### src/rtl/predictor_pkg.sv
// Shared constants and helpers for the two-level local-history branch predictor.
// Optional BTB is enabled by defining PREDICTOR_BTB_EN.
package predictor_pkg;

  localparam int ADDR_WIDTH_DEF     = 32;
  localparam int HASH_WIDTH_DEF     = 4;
  localparam int HISTORY_LENGTH_DEF = 4;
  localparam int COUNTER_WIDTH_DEF  = 2;
  localparam int BTB_TAG_WIDTH_DEF  = 8;

  // PCs are word aligned, so the index starts above the byte-offset bits
  localparam int IDX_LSB = 2;
  localparam int CNT_MIN = 0;

  function automatic int idx_msb(input int hash_width);
    return hash_width + IDX_LSB - 1;
  endfunction

  function automatic int tag_lsb(input int hash_width);
    return hash_width + IDX_LSB;
  endfunction

  function automatic int tag_msb(input int hash_width, input int tag_width);
    return hash_width + tag_width + IDX_LSB - 1;
  endfunction

  // Weakly not-taken: MSB clear, all lower bits set
  function automatic int cnt_reset(input int counter_width);
    return (1 << (counter_width - 1)) - 1;
  endfunction

  function automatic int cnt_max(input int counter_width);
    return (1 << counter_width) - 1;
  endfunction

endpackage

### src/rtl/predictor_2level_if.sv
// Fetch-stage <-> predictor signal bundle. Target signals exist only with PREDICTOR_BTB_EN.
interface predictor_2level_if #(
  parameter int ADDR_WIDTH = 32
);
  logic                  Sys_rdy;
  logic                  IFPD_predict_en;
  logic [ADDR_WIDTH-1:0] IFPD_pc;
  logic                  IFPD_feedback_en;
  logic                  IFPD_branch_result;
  logic [ADDR_WIDTH-1:0] IFPD_feedback_pc;
  logic                  PDIF_predict_result;
`ifdef PREDICTOR_BTB_EN
  logic [ADDR_WIDTH-1:0] IFPD_feedback_target;
  logic                  PDIF_target_valid;
  logic [ADDR_WIDTH-1:0] PDIF_target;

  modport master (
    output Sys_rdy, IFPD_predict_en, IFPD_pc, IFPD_feedback_en,
           IFPD_branch_result, IFPD_feedback_pc, IFPD_feedback_target,
    input  PDIF_predict_result, PDIF_target_valid, PDIF_target
  );
  modport slave (
    input  Sys_rdy, IFPD_predict_en, IFPD_pc, IFPD_feedback_en,
           IFPD_branch_result, IFPD_feedback_pc, IFPD_feedback_target,
    output PDIF_predict_result, PDIF_target_valid, PDIF_target
  );
`else
  modport master (
    output Sys_rdy, IFPD_predict_en, IFPD_pc, IFPD_feedback_en,
           IFPD_branch_result, IFPD_feedback_pc,
    input  PDIF_predict_result
  );
  modport slave (
    input  Sys_rdy, IFPD_predict_en, IFPD_pc, IFPD_feedback_en,
           IFPD_branch_result, IFPD_feedback_pc,
    output PDIF_predict_result
  );
`endif
endinterface

### src/rtl/predictor_btb.sv
// Direct-mapped branch target buffer: valid/tag/target per index, written on taken feedback.
module predictor_btb
  import predictor_pkg::*;
#(
  parameter int ADDR_WIDTH    = ADDR_WIDTH_DEF,
  parameter int HASH_WIDTH    = HASH_WIDTH_DEF,
  parameter int BTB_TAG_WIDTH = BTB_TAG_WIDTH_DEF
) (
  input  logic                     Sys_clk,
  input  logic                     Sys_rst,
  input  logic                     wr_en,
  input  logic [HASH_WIDTH-1:0]    wr_idx,
  input  logic [BTB_TAG_WIDTH-1:0] wr_tag,
  input  logic [ADDR_WIDTH-1:0]    wr_target,
  input  logic [HASH_WIDTH-1:0]    rd_idx,
  input  logic [BTB_TAG_WIDTH-1:0] rd_tag,
  output logic                     rd_hit,
  output logic [ADDR_WIDTH-1:0]    rd_target
);
  localparam int HASH_SIZE = 1 << HASH_WIDTH;

  logic [HASH_SIZE-1:0]     valid_q, valid_d;
  logic [BTB_TAG_WIDTH-1:0] tag_q    [HASH_SIZE];
  logic [BTB_TAG_WIDTH-1:0] tag_d    [HASH_SIZE];
  logic [ADDR_WIDTH-1:0]    target_q [HASH_SIZE];
  logic [ADDR_WIDTH-1:0]    target_d [HASH_SIZE];

  always_comb begin
    valid_d  = valid_q;
    tag_d    = tag_q;
    target_d = target_q;
    if (wr_en) begin
      valid_d[wr_idx]  = 1'b1;
      tag_d[wr_idx]    = wr_tag;
      target_d[wr_idx] = wr_target;
    end
  end

  always_ff @(posedge Sys_clk or posedge Sys_rst) begin
    if (Sys_rst) begin
      valid_q <= '0;
    end else begin
      valid_q <= valid_d;
    end
  end

  // Payload needs no reset: it is only visible behind a valid bit
  always_ff @(posedge Sys_clk) begin
    if (!Sys_rst) begin
      tag_q    <= tag_d;
      target_q <= target_d;
    end
  end

  assign rd_hit    = valid_q[rd_idx] && (tag_q[rd_idx] == rd_tag);
  assign rd_target = target_q[rd_idx];

endmodule

### src/rtl/predictor_2level.sv
// Two-level local-history direction predictor (per-index BHR selecting a PHT counter).
// Define PREDICTOR_BTB_EN to add the direct-mapped target buffer.
module predictor_2level
  import predictor_pkg::*;
#(
  parameter int ADDR_WIDTH     = ADDR_WIDTH_DEF,
  parameter int HASH_WIDTH     = HASH_WIDTH_DEF,
  parameter int HISTORY_LENGTH = HISTORY_LENGTH_DEF,
  parameter int COUNTER_WIDTH  = COUNTER_WIDTH_DEF,
  parameter int BTB_TAG_WIDTH  = BTB_TAG_WIDTH_DEF
) (
  input  logic              Sys_clk,
  input  logic              Sys_rst,
  predictor_2level_if.slave bus
);
  localparam int HASH_SIZE    = 1 << HASH_WIDTH;
  localparam int HISTORY_SIZE = 1 << HISTORY_LENGTH;
  localparam int IDX_MSB      = idx_msb(HASH_WIDTH);
  localparam int TAG_LSB      = tag_lsb(HASH_WIDTH);
  localparam int TAG_MSB      = tag_msb(HASH_WIDTH, BTB_TAG_WIDTH);

  localparam logic [COUNTER_WIDTH-1:0] CNT_RST_VAL = COUNTER_WIDTH'(cnt_reset(COUNTER_WIDTH));
  localparam logic [COUNTER_WIDTH-1:0] CNT_MAX_VAL = COUNTER_WIDTH'(cnt_max(COUNTER_WIDTH));
  localparam logic [COUNTER_WIDTH-1:0] CNT_MIN_VAL = COUNTER_WIDTH'(CNT_MIN);
  localparam logic [COUNTER_WIDTH-1:0] CNT_ONE     = COUNTER_WIDTH'(1);

  logic [HASH_WIDTH-1:0]    pred_idx, fb_idx;
  logic [BTB_TAG_WIDTH-1:0] pred_tag, fb_tag;
  logic                     fb_wr;
  logic [HASH_SIZE-1:0]     entry_taken;

  assign pred_idx = bus.IFPD_pc[IDX_MSB:IDX_LSB];
  assign fb_idx   = bus.IFPD_feedback_pc[IDX_MSB:IDX_LSB];
  assign pred_tag = bus.IFPD_pc[TAG_MSB:TAG_LSB];
  assign fb_tag   = bus.IFPD_feedback_pc[TAG_MSB:TAG_LSB];
  assign fb_wr    = bus.IFPD_feedback_en & bus.Sys_rdy;

  generate
    for (genvar gi = 0; gi < HASH_SIZE; gi++) begin : g_entry
      logic [HISTORY_LENGTH-1:0] bhr_q, bhr_d;
      logic [COUNTER_WIDTH-1:0]  pht_q [HISTORY_SIZE];
      logic [COUNTER_WIDTH-1:0]  pht_d [HISTORY_SIZE];
      logic [COUNTER_WIDTH-1:0]  cnt_cur;
      logic                      wr_en;

      assign wr_en   = fb_wr && (fb_idx == HASH_WIDTH'(gi));
      assign cnt_cur = pht_q[bhr_q];

      // Counter is selected by the history as it was before this branch shifts in
      always_comb begin
        bhr_d = bhr_q;
        pht_d = pht_q;
        if (wr_en) begin
          bhr_d = {bhr_q[HISTORY_LENGTH-2:0], bus.IFPD_branch_result};
          if (bus.IFPD_branch_result) begin
            if (cnt_cur != CNT_MAX_VAL) pht_d[bhr_q] = cnt_cur + CNT_ONE;
          end else begin
            if (cnt_cur != CNT_MIN_VAL) pht_d[bhr_q] = cnt_cur - CNT_ONE;
          end
        end
      end

      always_ff @(posedge Sys_clk or posedge Sys_rst) begin
        if (Sys_rst) begin
          bhr_q <= '0;
          for (int i = 0; i < HISTORY_SIZE; i++) pht_q[i] <= CNT_RST_VAL;
        end else begin
          bhr_q <= bhr_d;
          pht_q <= pht_d;
        end
      end

      assign entry_taken[gi] = cnt_cur[COUNTER_WIDTH-1];
    end
  endgenerate

  assign bus.PDIF_predict_result = ~Sys_rst & bus.IFPD_predict_en & entry_taken[pred_idx];

`ifdef PREDICTOR_BTB_EN
  logic                  btb_hit;
  logic [ADDR_WIDTH-1:0] btb_target;
  logic                  target_valid;

  predictor_btb #(
    .ADDR_WIDTH    (ADDR_WIDTH),
    .HASH_WIDTH    (HASH_WIDTH),
    .BTB_TAG_WIDTH (BTB_TAG_WIDTH)
  ) u_btb (
    .Sys_clk   (Sys_clk),
    .Sys_rst   (Sys_rst),
    .wr_en     (fb_wr & bus.IFPD_branch_result),
    .wr_idx    (fb_idx),
    .wr_tag    (fb_tag),
    .wr_target (bus.IFPD_feedback_target),
    .rd_idx    (pred_idx),
    .rd_tag    (pred_tag),
    .rd_hit    (btb_hit),
    .rd_target (btb_target)
  );

  assign target_valid          = ~Sys_rst & bus.IFPD_predict_en & btb_hit;
  assign bus.PDIF_target_valid = target_valid;
  assign bus.PDIF_target       = target_valid ? btb_target : '0;
`else
  logic unused_tag_bits;
  assign unused_tag_bits = ^{pred_tag, fb_tag};
`endif

  logic unused_pc_bits;
  assign unused_pc_bits = ^{bus.IFPD_pc, bus.IFPD_feedback_pc};

endmodule

### src/flat_wrapper.sv
// flat-port wrapper written by rule: the top's interface ports become plain ports
module predictor_2level_flat import predictor_pkg::*;
#(
  parameter int ADDR_WIDTH     = ADDR_WIDTH_DEF,
  parameter int HASH_WIDTH     = HASH_WIDTH_DEF,
  parameter int HISTORY_LENGTH = HISTORY_LENGTH_DEF,
  parameter int COUNTER_WIDTH  = COUNTER_WIDTH_DEF,
  parameter int BTB_TAG_WIDTH  = BTB_TAG_WIDTH_DEF
)
  (Sys_clk, Sys_rst, bus_Sys_rdy, bus_IFPD_predict_en, bus_IFPD_pc, bus_IFPD_feedback_en, bus_IFPD_branch_result, bus_IFPD_feedback_pc, bus_PDIF_predict_result);
  predictor_2level_if #(.ADDR_WIDTH(ADDR_WIDTH)) bus_i ();
  input  logic Sys_clk;
  input  logic Sys_rst;
  input wire logic [$bits(bus_i.Sys_rdy)-1:0] bus_Sys_rdy;
  input wire logic [$bits(bus_i.IFPD_predict_en)-1:0] bus_IFPD_predict_en;
  input wire logic [$bits(bus_i.IFPD_pc)-1:0] bus_IFPD_pc;
  input wire logic [$bits(bus_i.IFPD_feedback_en)-1:0] bus_IFPD_feedback_en;
  input wire logic [$bits(bus_i.IFPD_branch_result)-1:0] bus_IFPD_branch_result;
  input wire logic [$bits(bus_i.IFPD_feedback_pc)-1:0] bus_IFPD_feedback_pc;
  output wire logic [$bits(bus_i.PDIF_predict_result)-1:0] bus_PDIF_predict_result;
  assign bus_i.Sys_rdy = bus_Sys_rdy;
  assign bus_i.IFPD_predict_en = bus_IFPD_predict_en;
  assign bus_i.IFPD_pc = bus_IFPD_pc;
  assign bus_i.IFPD_feedback_en = bus_IFPD_feedback_en;
  assign bus_i.IFPD_branch_result = bus_IFPD_branch_result;
  assign bus_i.IFPD_feedback_pc = bus_IFPD_feedback_pc;
  assign bus_PDIF_predict_result = bus_i.PDIF_predict_result;
  predictor_2level #(.ADDR_WIDTH(ADDR_WIDTH), .HASH_WIDTH(HASH_WIDTH), .HISTORY_LENGTH(HISTORY_LENGTH), .COUNTER_WIDTH(COUNTER_WIDTH), .BTB_TAG_WIDTH(BTB_TAG_WIDTH)) u_core (.Sys_clk(Sys_clk), .Sys_rst(Sys_rst), .bus(bus_i));
endmodule
### config.mk
export PLATFORM = sky130hd
export DESIGN_NAME = predictor_2level_flat
export DESIGN_NICKNAME = d
export VERILOG_FILES = /design/src/rtl/predictor_pkg.sv /design/src/rtl/predictor_2level_if.sv /design/src/rtl/predictor_btb.sv /design/src/rtl/predictor_2level.sv /design/src/flat_wrapper.sv
export SDC_FILE = /design/constraint.sdc
export NUM_CORES = 1
export LEC_CHECK = 0
export ABC_AREA = 1
export CORE_MARGIN = 4
export CORE_UTILIZATION = 59
export CTS_CLUSTER_SIZE = 40
export DETAILED_ROUTE_END_ITERATION = 10
export DONT_BUFFER_PORTS = 1
export PLACE_DENSITY = 0.73
export SETUP_SLACK_MARGIN = 0.3
export SYNTH_ARGS = -nofsm -noshare
export SYNTH_HDL_FRONTEND = slang
export SYNTH_SLANG_ARGS = --single-unit
### constraint.sdc
create_clock -name Sys_clk -period 46.2 [get_ports Sys_clk]
set_clock_uncertainty 0.1 [all_clocks]
set_input_delay 11.55 -clock Sys_clk [delete_from_list [all_inputs] [get_ports Sys_clk]]
set_output_delay 11.55 -clock Sys_clk [all_outputs]
set_load 0.03 [all_outputs]
==> out/results.tsv <==
metric	value	unit
setup violators final	0	
core box area	46500	um2
Fmax	0.0408	GHz
Crit Reg-Reg Startpoint	u_core.g_entry[1].bhr_q[0]$_DFFE_PP0N_	
Iteration-0 DRC Markers	2497	
n_diodes	0	
Routed Antenna Nets	0	
Max Slew Vio Count	0	
die outline area	50500	um2
Synth Warn #	0	
Netlist Area Pre-Place	27700	um2
drt wl/cell	15.7	um
total grt overflow	0	
Synth Area in Simple Gates	26.0	%
Mapped Cells	3418	
Clock Tree Root	clkbuf_16	
Mapped Avg Cell Area	8.10	um2
P per Cell Area	44.0	nW/um2
post-route setup TNS	0	ns
total of max-cap violations	0	
Final Total Pwr	1330	uW
Main synth FF type	dfrtp_1	
total global routing track utilization	25.3	%
Place WS	21.65	ns
PortBufs	0	
asr flop ratio synth	100	%
post-synthesis compound-gate area fraction	14.7	%
post-CTS setup buffer count	0	
Worst-Margin Slew	1.27	ns
final hold violation count	0	
r2r endpoint	u_core.g_entry[1].pht_q[15]$_DFFE_PP0P_	
Seq/Total Area, Yosys	53.2	%
Hold Path Stages	2	
most common cell in the netlist	nand2_1	
layout cell share with drive strength beyond 1	12.8	%
CTS resizes	0	
WL final	63700	um
Syn Nets	3520	
I/O Pins	71	
worst hold-check path type	register to register	
post-DP HPWL	41700	um
Synth top area share	28.9	%
clock buffer count from CTS	59	
largest family of logic cells by synthesized area	simple AND/OR/NAND/NOR gates	
Crit. End Element	primary output	
synthesis-stage register bit count	576	
Max IR drop VDD	0.0348	mV
largest area contributor in the netlist	dfrtp_1	
critical path type	input port to primary output	
dominant cells by area after synthesis	dfrtp_1 29%, dfstp_2 24%, nand2_1 20%, o21ai_0 9.1%, nor2_1 2.4%	
initial antenna violation count	1	
EDFF count, synth	0	
Final Worst Setup Slack	21.66	ns
Design Area, Final	30200	um2
Adder-Cell Fraction of Synth Area	1.45	%
DIE WIDTH	225	um
Worst-Skew Late Latency	0.61	ns
post-synthesis cell type count	42	
Worst slew margin	15.2	%
vias per inst	5.61	
CTS tree	yes	
CTS H-Tree Depth	2	
Max clock buf depth	3	
DRC viols	0	
post-synthesis mux area share	0.185	%
reg2reg setup slack	42.04	ns
outcome	complete, no violations	
RSZ-0062 raised after global routing	false	
Placer Congestion	0.902	
Commonest cells post-synth	1439 x nand2_1, 506 x o21ai_0, 320 x dfrtp_1, 256 x dfstp_2, 177 x nor2_1	
final worst path period share	53.1	%
post-synthesis xor/xnor area fraction	0.506	%
Starting Density	59.6	%
CP arrival	12.89	ns
first-pass iteration count of the detailed router	6	
Hold Buf Count CTS	0	
crit-path max FO	109	
Die Ht	225	um
largest net degree at the start of global routing	172	
first-pass GRT wire length	108000	um
Clk pin slew, worst setup/hold paths	0.06	ns
CTS sink count	576	
vias in the first global route	22200	
fill count	3931	
Startpoint Class	input port	
vias after detailed routing	22700	
Final nets	3500	
area grow syn2layout	9.07	%
clock period minus final worst setup slack	24.54	ns
Placed Area	28100	um2
Req. time, crit path	34.55	ns
leakage power total	0.0133	uW
num rows	79	
Reg2Reg Depth	9	
## critical path, cell delays in order
cell	delay (ns)
inv_8	0.47
nand2_1	0.14
a21oi_1	0.66
## final cells by class
| cell class | count | area, um2 | share of cell area (%) |
|---|---|---|---|
| Clock buffer | 85 | 1780 | 5.88 |
| Inverter | 170 | 646 | 2.14 |
| Tap cell | 607 | 759 | 2.51 |
| Multi-Input combinational cell | 2584 | 11900 | 39.3 |
| Clock inverter | 26 | 360 | 1.19 |
| Timing Repair Buffer | 7 | 65.1 | 0.215 |
| Sequential cell | 576 | 14700 | 48.8 |
## per-layer routing
metal	up-vias	global-route usage [%]	part of all wire [%]
met2	582	40.0	46
met4	2	7.43	2.3
met1	10900	36.8	46
li1	11200	-	-
met5	-	0	0.020
met3	101	3.94	5.3
## where the power goes
| group | switching [uW] | leakage [uW] | internal (uW) |
|---|---|---|---|
| Combinational | 184 | 0.00522 | 52.6 |
| Clock | 199 | 0.00106 | 316 |
| Sequential | 38.1 | 0.00698 | 539 |
| Total | 421 | 0.0133 | 907 |
## through the flow
step           hold WS, ns  std cells  util, %
2_1_floorplan        0.352       3418        -
3_3_place_gp         0.362       3944     60.4
3_5_place_dp         0.365       3944     60.4
4_1_cts              0.375       4055     65.0
5_1_grt              0.392       4055     65.0
6_report             0.373       4055     65.0
## cell families after synthesis
kind of cell               Yosys count
and+or+nand+nor                   1773
adders and majority gates           32
AOI/OAI and AO/OA                  758
DFF                                576
muxes                                5
xor gates and xnor gates            16
buffers and inverters              258
## placed cells by master, fill, tap and decap left out, types with 8 or more instances in the layout
cell / count
o21ai_1: 90
clkinv_2: 15
nand4_1: 20
nand3_1: 47
clkbuf_8: 16
nor2_4: 8
nor2_1: 177
clkbuf_1: 8
dfstp_2: 256
a21oi_1: 24
o31ai_1: 11
o22ai_1: 64
nand2_1: 1439
nor3_4: 11
xor2_1: 11
bufinv_16: 9
ha_1: 32
inv_2: 13
o21ai_0: 506
a22oi_1: 48
clkbuf_16: 61
nor3_1: 39
dfrtp_1: 320
nor3_2: 13
inv_1: 153
nor2_2: 13
## worst max path at each step
stage | start | endpoint | slack, ns | cells after the start
5_1_grt | Sys_rst | bus_PDIF_predict_result | 21.51 | 3
3_3_place_gp | Sys_rst | bus_PDIF_predict_result | 21.68 | 3
3_5_place_dp | Sys_rst | bus_PDIF_predict_result | 21.65 | 3
4_1_cts | Sys_rst | bus_PDIF_predict_result | 21.64 | 3
2_1_floorplan | Sys_rst | bus_PDIF_predict_result | 10.37 | 3
6_report | Sys_rst | bus_PDIF_predict_result | 21.66 | 3
(Power assumes the default switching activity.)
